File: config.mk
export PLATFORM = sky130hd
export DESIGN_NAME = mem_access_ctrl_flat
export DESIGN_NICKNAME = d
export VERILOG_FILES = /design/src/rtl/mem_access_ctrl_pkg.sv /design/src/rtl/mem_access_ctrl_if.sv /design/src/rtl/mem_access_ctrl_load_align.sv /design/src/rtl/mem_access_ctrl.sv /design/src/flat_wrapper.sv
export SDC_FILE = /design/constraint.sdc
export NUM_CORES = 1
export LEC_CHECK = 0
export ABC_AREA = 1
export CORE_MARGIN = 2
export CORE_UTILIZATION = 35
export CTS_CLUSTER_DIAMETER = 40
export DETAILED_ROUTE_END_ITERATION = 6
export PLACE_DENSITY = 0.79
export SYNTH_ARGS = -nofsm -noshare
export SYNTH_HDL_FRONTEND = slang
export SYNTH_HIERARCHICAL = 1
export SYNTH_SLANG_ARGS = --single-unit
File: constraint.sdc
create_clock -name clk -period 1.7 [get_ports clk]
set_clock_uncertainty 0.05 [all_clocks]
set_input_delay 0.17 -clock clk [delete_from_list [all_inputs] [get_ports clk]]
set_output_delay 0.17 -clock clk [all_outputs]
set_load 0.005 [all_outputs]
File: src/rtl/mem_access_ctrl_pkg.sv
// Shared CPU definitions: access size codes, memory FSM encoding and alignment/replication helpers.
package mem_access_ctrl_pkg;

  localparam int unsigned XLEN = 32;

  localparam logic [1:0] SZ_BYTE = 2'b00;
  localparam logic [1:0] SZ_HALF = 2'b01;
  localparam logic [1:0] SZ_WORD = 2'b10;

  typedef enum logic [1:0] {
    ST_IDLE = 2'b00,
    ST_ADDR = 2'b01,
    ST_DATA = 2'b10,
    ST_DONE = 2'b11
  } mac_state_e;

  // Size code 11 falls into the word rule
  function automatic logic is_misaligned(input logic [1:0] size, input logic [1:0] addr);
    case (size)
      SZ_BYTE: is_misaligned = 1'b0;
      SZ_HALF: is_misaligned = addr[0];
      default: is_misaligned = |addr;
    endcase
  endfunction

  function automatic logic [XLEN-1:0] replicate_wdata(input logic [1:0] size,
                                                       input logic [XLEN-1:0] wd);
    case (size)
      SZ_BYTE: replicate_wdata = {4{wd[7:0]}};
      SZ_HALF: replicate_wdata = {2{wd[15:0]}};
      default: replicate_wdata = wd;
    endcase
  endfunction

endpackage

File: src/rtl/mem_access_ctrl_if.sv
// SRAM-like data bus between the memory access controller (master) and memory (slave).
interface mem_access_ctrl_if;

  logic                                  data_req;
  logic                                  data_wr;
  logic [1:0]                            data_size;
  logic [mem_access_ctrl_pkg::XLEN-1:0]  data_addr;
  logic [mem_access_ctrl_pkg::XLEN-1:0]  data_wdata;
  logic                                  data_addr_ok;
  logic                                  data_data_ok;
  logic [mem_access_ctrl_pkg::XLEN-1:0]  data_rdata;

  modport master (
    output data_req, data_wr, data_size, data_addr, data_wdata,
    input  data_addr_ok, data_data_ok, data_rdata
  );

  modport slave (
    input  data_req, data_wr, data_size, data_addr, data_wdata,
    output data_addr_ok, data_data_ok, data_rdata
  );

endinterface

File: src/rtl/mem_access_ctrl_load_align.sv
// Load alignment: picks the addressed byte/half of the read word (little-endian) and extends it.
module load_align
  import mem_access_ctrl_pkg::*;
(
  input  logic [XLEN-1:0] rdata,
  input  logic [1:0]      addr,
  input  logic [1:0]      size,
  input  logic            sign,
  output logic [XLEN-1:0] data
);

  logic [7:0]  w_byte;
  logic [15:0] w_half;

  always_comb begin
    case (addr)
      2'd1:    w_byte = rdata[15:8];
      2'd2:    w_byte = rdata[23:16];
      2'd3:    w_byte = rdata[31:24];
      default: w_byte = rdata[7:0];
    endcase
    w_half = addr[1] ? rdata[31:16] : rdata[15:0];
    case (size)
      SZ_BYTE: data = {{24{sign & w_byte[7]}}, w_byte};
      SZ_HALF: data = {{16{sign & w_half[15]}}, w_half};
      default: data = rdata;
    endcase
  end

endmodule

File: src/rtl/mem_access_ctrl.sv
// M-stage memory access controller: turns load/store controls into one-outstanding
// SRAM-like bus transactions, generates the pipeline stall and aligned load data.
module mem_access_ctrl
  import mem_access_ctrl_pkg::*;
(
  input  logic            clk,
  input  logic            rst,
  input  logic            memtoregM,
  input  logic            memwriteM,
  input  logic [1:0]      memsizeM,
  input  logic            loadsignM,
  input  logic [XLEN-1:0] aluoutM,
  input  logic [XLEN-1:0] writedataM,
  input  logic            flushM,
  input  logic            ext_stall,
  output logic            mem_stallM,
  output logic [XLEN-1:0] readdataM,
  output logic            adelM,
  output logic            adesM,
  mem_access_ctrl_if.master bus
);

  mac_state_e      r_state, w_state_nxt;
  logic            r_flushed;
  logic            r_cmpl_pend;
  logic [XLEN-1:0] r_hold;
  logic [XLEN-1:0] w_load;
  logic            w_misaligned, w_access, w_flush_now;
  logic            w_req, w_stall, w_cmpl, w_capture;

  assign w_misaligned = is_misaligned(memsizeM, aluoutM[1:0]);
  assign w_access     = (memtoregM | memwriteM) & ~flushM & ~w_misaligned;
  assign w_flush_now  = r_flushed | (flushM & ((r_state == ST_ADDR) | (r_state == ST_DATA)));
  assign w_capture    = w_cmpl & ~w_flush_now;

  load_align u_load_align (
    .rdata (bus.data_rdata),
    .addr  (aluoutM[1:0]),
    .size  (memsizeM),
    .sign  (loadsignM),
    .data  (w_load)
  );

  always_ff @(posedge clk or posedge rst) begin
    if (rst) r_state <= ST_IDLE;
    else     r_state <= w_state_nxt;
  end

  // r_cmpl_pend: a flushed completion under ext_stall whose M slot has not advanced yet
  always_comb begin
    w_state_nxt = r_state;
    w_req       = 1'b0;
    w_stall     = 1'b0;
    w_cmpl      = 1'b0;
    case (r_state)
      ST_IDLE: begin
        w_stall = w_access;
        if (w_access && !r_cmpl_pend) begin
          w_req       = 1'b1;
          w_state_nxt = bus.data_addr_ok ? ST_DATA : ST_ADDR;
        end
      end
      ST_ADDR: begin
        w_req   = 1'b1;
        w_stall = 1'b1;
        if (bus.data_addr_ok) w_state_nxt = ST_DATA;
      end
      ST_DATA: begin
        if (bus.data_data_ok) begin
          w_cmpl      = 1'b1;
          w_state_nxt = (ext_stall && !w_flush_now) ? ST_DONE : ST_IDLE;
        end else begin
          w_stall = 1'b1;
        end
      end
      ST_DONE: begin
        if (!ext_stall) w_state_nxt = ST_IDLE;
      end
      default: w_state_nxt = ST_IDLE;
    endcase
  end

  always_ff @(posedge clk or posedge rst) begin
    if (rst) begin
      r_flushed   <= 1'b0;
      r_cmpl_pend <= 1'b0;
      r_hold      <= '0;
    end else begin
      r_flushed <= ((w_state_nxt == ST_ADDR) || (w_state_nxt == ST_DATA)) ? w_flush_now : 1'b0;
      if (w_cmpl)          r_cmpl_pend <= w_flush_now & ext_stall;
      else if (!ext_stall) r_cmpl_pend <= 1'b0;
      if (w_capture)       r_hold <= w_load;
    end
  end

  // Address and write data pass through even in reset; everything else is forced low
  assign bus.data_req   = w_req & ~rst;
  assign bus.data_wr    = memwriteM & ~rst;
  assign bus.data_size  = rst ? 2'b00 : memsizeM;
  assign bus.data_addr  = aluoutM;
  assign bus.data_wdata = replicate_wdata(memsizeM, writedataM);

  assign mem_stallM = w_stall & ~rst;
  assign adelM      = memtoregM & w_misaligned & ~rst;
  assign adesM      = memwriteM & w_misaligned & ~rst;
  assign readdataM  = rst ? '0 : (w_capture ? w_load : r_hold);

endmodule

File: src/flat_wrapper.sv
// flat-port wrapper written by rule: the top's interface ports become plain ports
module mem_access_ctrl_flat import mem_access_ctrl_pkg::*;
  (clk, rst, memtoregM, memwriteM, memsizeM, loadsignM, aluoutM, writedataM, flushM, ext_stall, mem_stallM, readdataM, adelM, adesM, bus_data_req, bus_data_wr, bus_data_size, bus_data_addr, bus_data_wdata, bus_data_addr_ok, bus_data_data_ok, bus_data_rdata);
  mem_access_ctrl_if bus_i ();
  input  logic clk;
  input  logic rst;
  input  logic memtoregM;
  input  logic memwriteM;
  input  logic [1:0] memsizeM;
  input  logic loadsignM;
  input  logic [XLEN-1:0] aluoutM;
  input  logic [XLEN-1:0] writedataM;
  input  logic flushM;
  input  logic ext_stall;
  output logic mem_stallM;
  output logic [XLEN-1:0] readdataM;
  output logic adelM;
  output logic adesM;
  output wire logic [$bits(bus_i.data_req)-1:0] bus_data_req;
  output wire logic [$bits(bus_i.data_wr)-1:0] bus_data_wr;
  output wire logic [$bits(bus_i.data_size)-1:0] bus_data_size;
  output wire logic [$bits(bus_i.data_addr)-1:0] bus_data_addr;
  output wire logic [$bits(bus_i.data_wdata)-1:0] bus_data_wdata;
  input wire logic [$bits(bus_i.data_addr_ok)-1:0] bus_data_addr_ok;
  input wire logic [$bits(bus_i.data_data_ok)-1:0] bus_data_data_ok;
  input wire logic [$bits(bus_i.data_rdata)-1:0] bus_data_rdata;
  assign bus_data_req = bus_i.data_req;
  assign bus_data_wr = bus_i.data_wr;
  assign bus_data_size = bus_i.data_size;
  assign bus_data_addr = bus_i.data_addr;
  assign bus_data_wdata = bus_i.data_wdata;
  assign bus_i.data_addr_ok = bus_data_addr_ok;
  assign bus_i.data_data_ok = bus_data_data_ok;
  assign bus_i.data_rdata = bus_data_rdata;
  mem_access_ctrl u_core (.clk(clk), .rst(rst), .memtoregM(memtoregM), .memwriteM(memwriteM), .memsizeM(memsizeM), .loadsignM(loadsignM), .aluoutM(aluoutM), .writedataM(writedataM), .flushM(flushM), .ext_stall(ext_stall), .mem_stallM(mem_stallM), .readdataM(readdataM), .adelM(adelM), .adesM(adesM), .bus(bus_i));
endmodule
==> results.py <==
metrics = {
    "run_status": {
        "status": "complete, but fails checks",
        "violations": "setup timing",
    },
    "sta": {
        "finalHoldViolCount": 0,
        "fmax_mhz": 437,
        "worst_pin_slew_ps": 499,
        "drv_slew": 0,
        "hold-worst-slack_ps": 269,
        "rsz0062_at_grt": "true",
        "fin_ws_ps": -590,
        "setup_viol": 57,
        "layout_min_cycle_time_ps": 2290,
        "min_period_over_period_pct": 135,
        "fin_tns_setup_ps": -19620,
        "relSlewSlack_pct": 66.7,
    },
    "routing": {
        "wire_per_inst_um": 17.0,
        "drt_wl_total_um": 14900,
        "ant_nets": 0,
        "routed_via_density": 5.00,
        "vias": 4381,
        "drt_pass1_iterations": 5,
        "drtIter0Drc": 326,
        "drc": 0,
    },
    "synth": {
        "synth_top_flop_cell": "dfrtp_1",
        "synth-async-reset-ratio_pct": 100,
        "synth_area_per_cell_um2": 6.53,
        "syn_inst": 531,
        "synthDistinctLibCells": 32,
        "synth-edff-count": 0,
        "syn-cell-area_mm2": 0.00347,
        "netlist.area_leader.share_pct": 26.0,
        "yosysSeqAreaShare_pct": 26.0,
        "synth_fp_nets": 642,
        "ys.warnings.count": 6,
        "ys_top_cells_by_area": "dfrtp_1 26%, nand2_1 19%, buf_4 8.9%",
        "synth_most_common_cell": "nand2_1",
        "synth_common_cells": "171 x nand2_1, 50 x inv_1, 41 x buf_4, 41 x nor2_1, 37 x nand3_1",
        "synth_seq_cells": 36,
        "synth_top_area_cell": "dfrtp_1",
    },
    "global_routing": {
        "grt_antenna_before_repair": 0,
        "grt_max_degree": 37,
        "grt_overflow": 0,
        "track_usage_pct": 26.3,
        "grt_first_pass_wirelength_um": 22800,
        "grt_pass1_vias": 4538,
    },
    "floorplan": {
        "die_area_mm2": 0.0107,
        "core_mm2": 0.00968,
        "ios": 210,
        "num_rows": 36,
        "start_util_pct": 35.8,
        "die_width_um": 104,
        "die_h_um": 104,
    },
    "pwr": {
        "p_int_mw": 4.43,
        "sw_frac_of_total_pct": 38.8,
        "power_density_mw_per_mm2": 1170,
        "finalPower_mw": 7.24,
        "combPwrFrac_pct": 71.2,
        "clkPwrFrac_pct": 9.1,
        "pwr-share-seq_pct": 19.6,
        "ir_drop_uv": 707,
        "p_leak_nw": 3.21,
        "net-switching-power_mw": 2.81,
    },
    "setup_path": {
        "cp-start-kind": "flip-flop",
        "critPathLaunch": "u_core/r_state[0]$_DFF_PP0_",
        "worstSetupPathType": "flip-flop to output port",
        "end_kind": "output port",
        "path_max_fanout": 8,
        "worstReg2RegStart": "u_core/r_state[0]$_DFF_PP0_",
        "critical_path_arrival_ps": 2070,
        "cp.required_ps": 1480,
    },
    "layout": {
        "final_area_mm2": 0.00620,
        "area_growth_syn_to_layout_pct": 78.8,
        "layoutNonFillerInstCount": 877,
        "drive_above_1_share_pct": 39.0,
        "final_nets": 854,
        "final_util_pct": 64.0,
        "antenna_cells": 0,
    },
    "run": {
        "drv_cap": 0,
    },
    "cts": {
        "clk_pin_slew_ps": 80,
        "h-tree-depth": 2,
        "clk_path_buf_depth": 2,
        "cts_buffers": 5,
        "cts_tree": "done",
        "clock_sinks": 36,
        "clkLatencyLatePin_ps": 300,
        "cts_root_buffer": "clkbuf_8",
        "cts_hold_buf": 0,
    },
    "place": {
        "port_buffers": 149,
        "hpwl_um": 9580,
        "placed_cells": 820,
        "post_dp_cell_area_mm2": 0.00530,
        "place_congestion": 0.997,
        "place_ws_ps": -808,
    },
    "min_path": {
        "hp-class": "input pin to asynchronous set/reset pin",
    },
}
==> logic make-up (layout without fill, tap and decap cells) <==
group                    after synthesis  in the layout  share of synthesized area (%)
adder cells (fa/ha/maj)                4              4                           1.44
flip-flops                            36             36                           26.0
AO/OA/AOI/OAI                         50             50                           7.61
AND/OR/NAND/NOR                      322            322                           46.3
buffers and inverters                119            332                           18.7
==> metal layers <==
| layer | wire length, µm | track usage (%) | vias up |
|---|---|---|---|
| li1 | - | - | 2037 |
| met1 | 5910 | 31.7 | 2068 |
| met2 | 7400 | 45.7 | 231 |
| met3 | 999 | 5.16 | 45 |
| met4 | 561 | 11.0 | 0 |
| met5 | 0 | 0 | - |
==> cell type report <==
cell class	count	area [µm²]
sequential	36	901
timing repair buffer	269	2450
fill	775	3480
clock inverter	1	7.51
multi-input combinational	376	2360
clock buffer	7	86.3
tap	133	166
inverter	55	225
==> worst max-delay path: stages (launching register included) <==
cell and delay, ps:
dfrtp_1 400, inv_2 110, ha_2 220, nand2_4 80, nor2_4 130, buf_6 160, inv_12 70, buf_16 150
buf_12 130, o21ai_2 130, nor2_1 50, buf_2 140
==> power by group through the flow <==
stage          Sequential (mW)  Combinational [mW]  Clock, mW
2_1_floorplan             1.36                1.66          0
3_3_place_gp              1.37                3.20          0
3_5_place_dp              1.40                3.26          0
4_1_cts                   1.40                4.61      0.665
5_1_grt                   1.45                5.49      0.711
6_report                  1.42                5.16      0.662
==> path summary, 6_finish.rpt <==
kind | endpoint | slack (ps) | depth (start not counted)
max in group asynchronous | u_core/r_hold[3]$_DFF_PP0_ | 980 | 3
worst max-delay path | readdataM[4] | -590 | 11
worst min-delay path | u_core/r_state[1]$_DFF_PP0_ | 270 | 3
worst max register to register | u_core/r_hold[23]$_DFF_PP0_ | -480 | 14
worst min register to register | u_core/r_hold[1]$_DFF_PP0_ | 500 | 3
min in group clk | bus_data_addr[10] | 290 | 0
==> placed cells by master, fill, tap and decap left out, types with 16 or more instances in the layout <==
cell,count
buf_6,16
inv_1,43
nand3_1,35
o21ai_4,20
dlygate4sd2_1,20
nand2_1,163
or2_4,22
buf_4,90
dfrtp_1,36
nor2_1,37
nand3_2,23
buf_2,34
clkdlybuf4s50_1,91
==> sequential cells by signal, indices dropped and copies added, names as in the netlist <==
register / cells
u_core/r_hold: 32
u_core/r_state: 2
u_core/r_cmpl_pend: 1
u_core/r_flushed: 1
==> what timing repair did <==
action                     CTS  global route
setup buffers               43             6
hold endpoints to repair     0             0
setup endpoints to repair  100            73
cloned                       4             0
gates resized for setup    277            28
pin swaps                   15            16
Power figures use the tool's default switching activity.
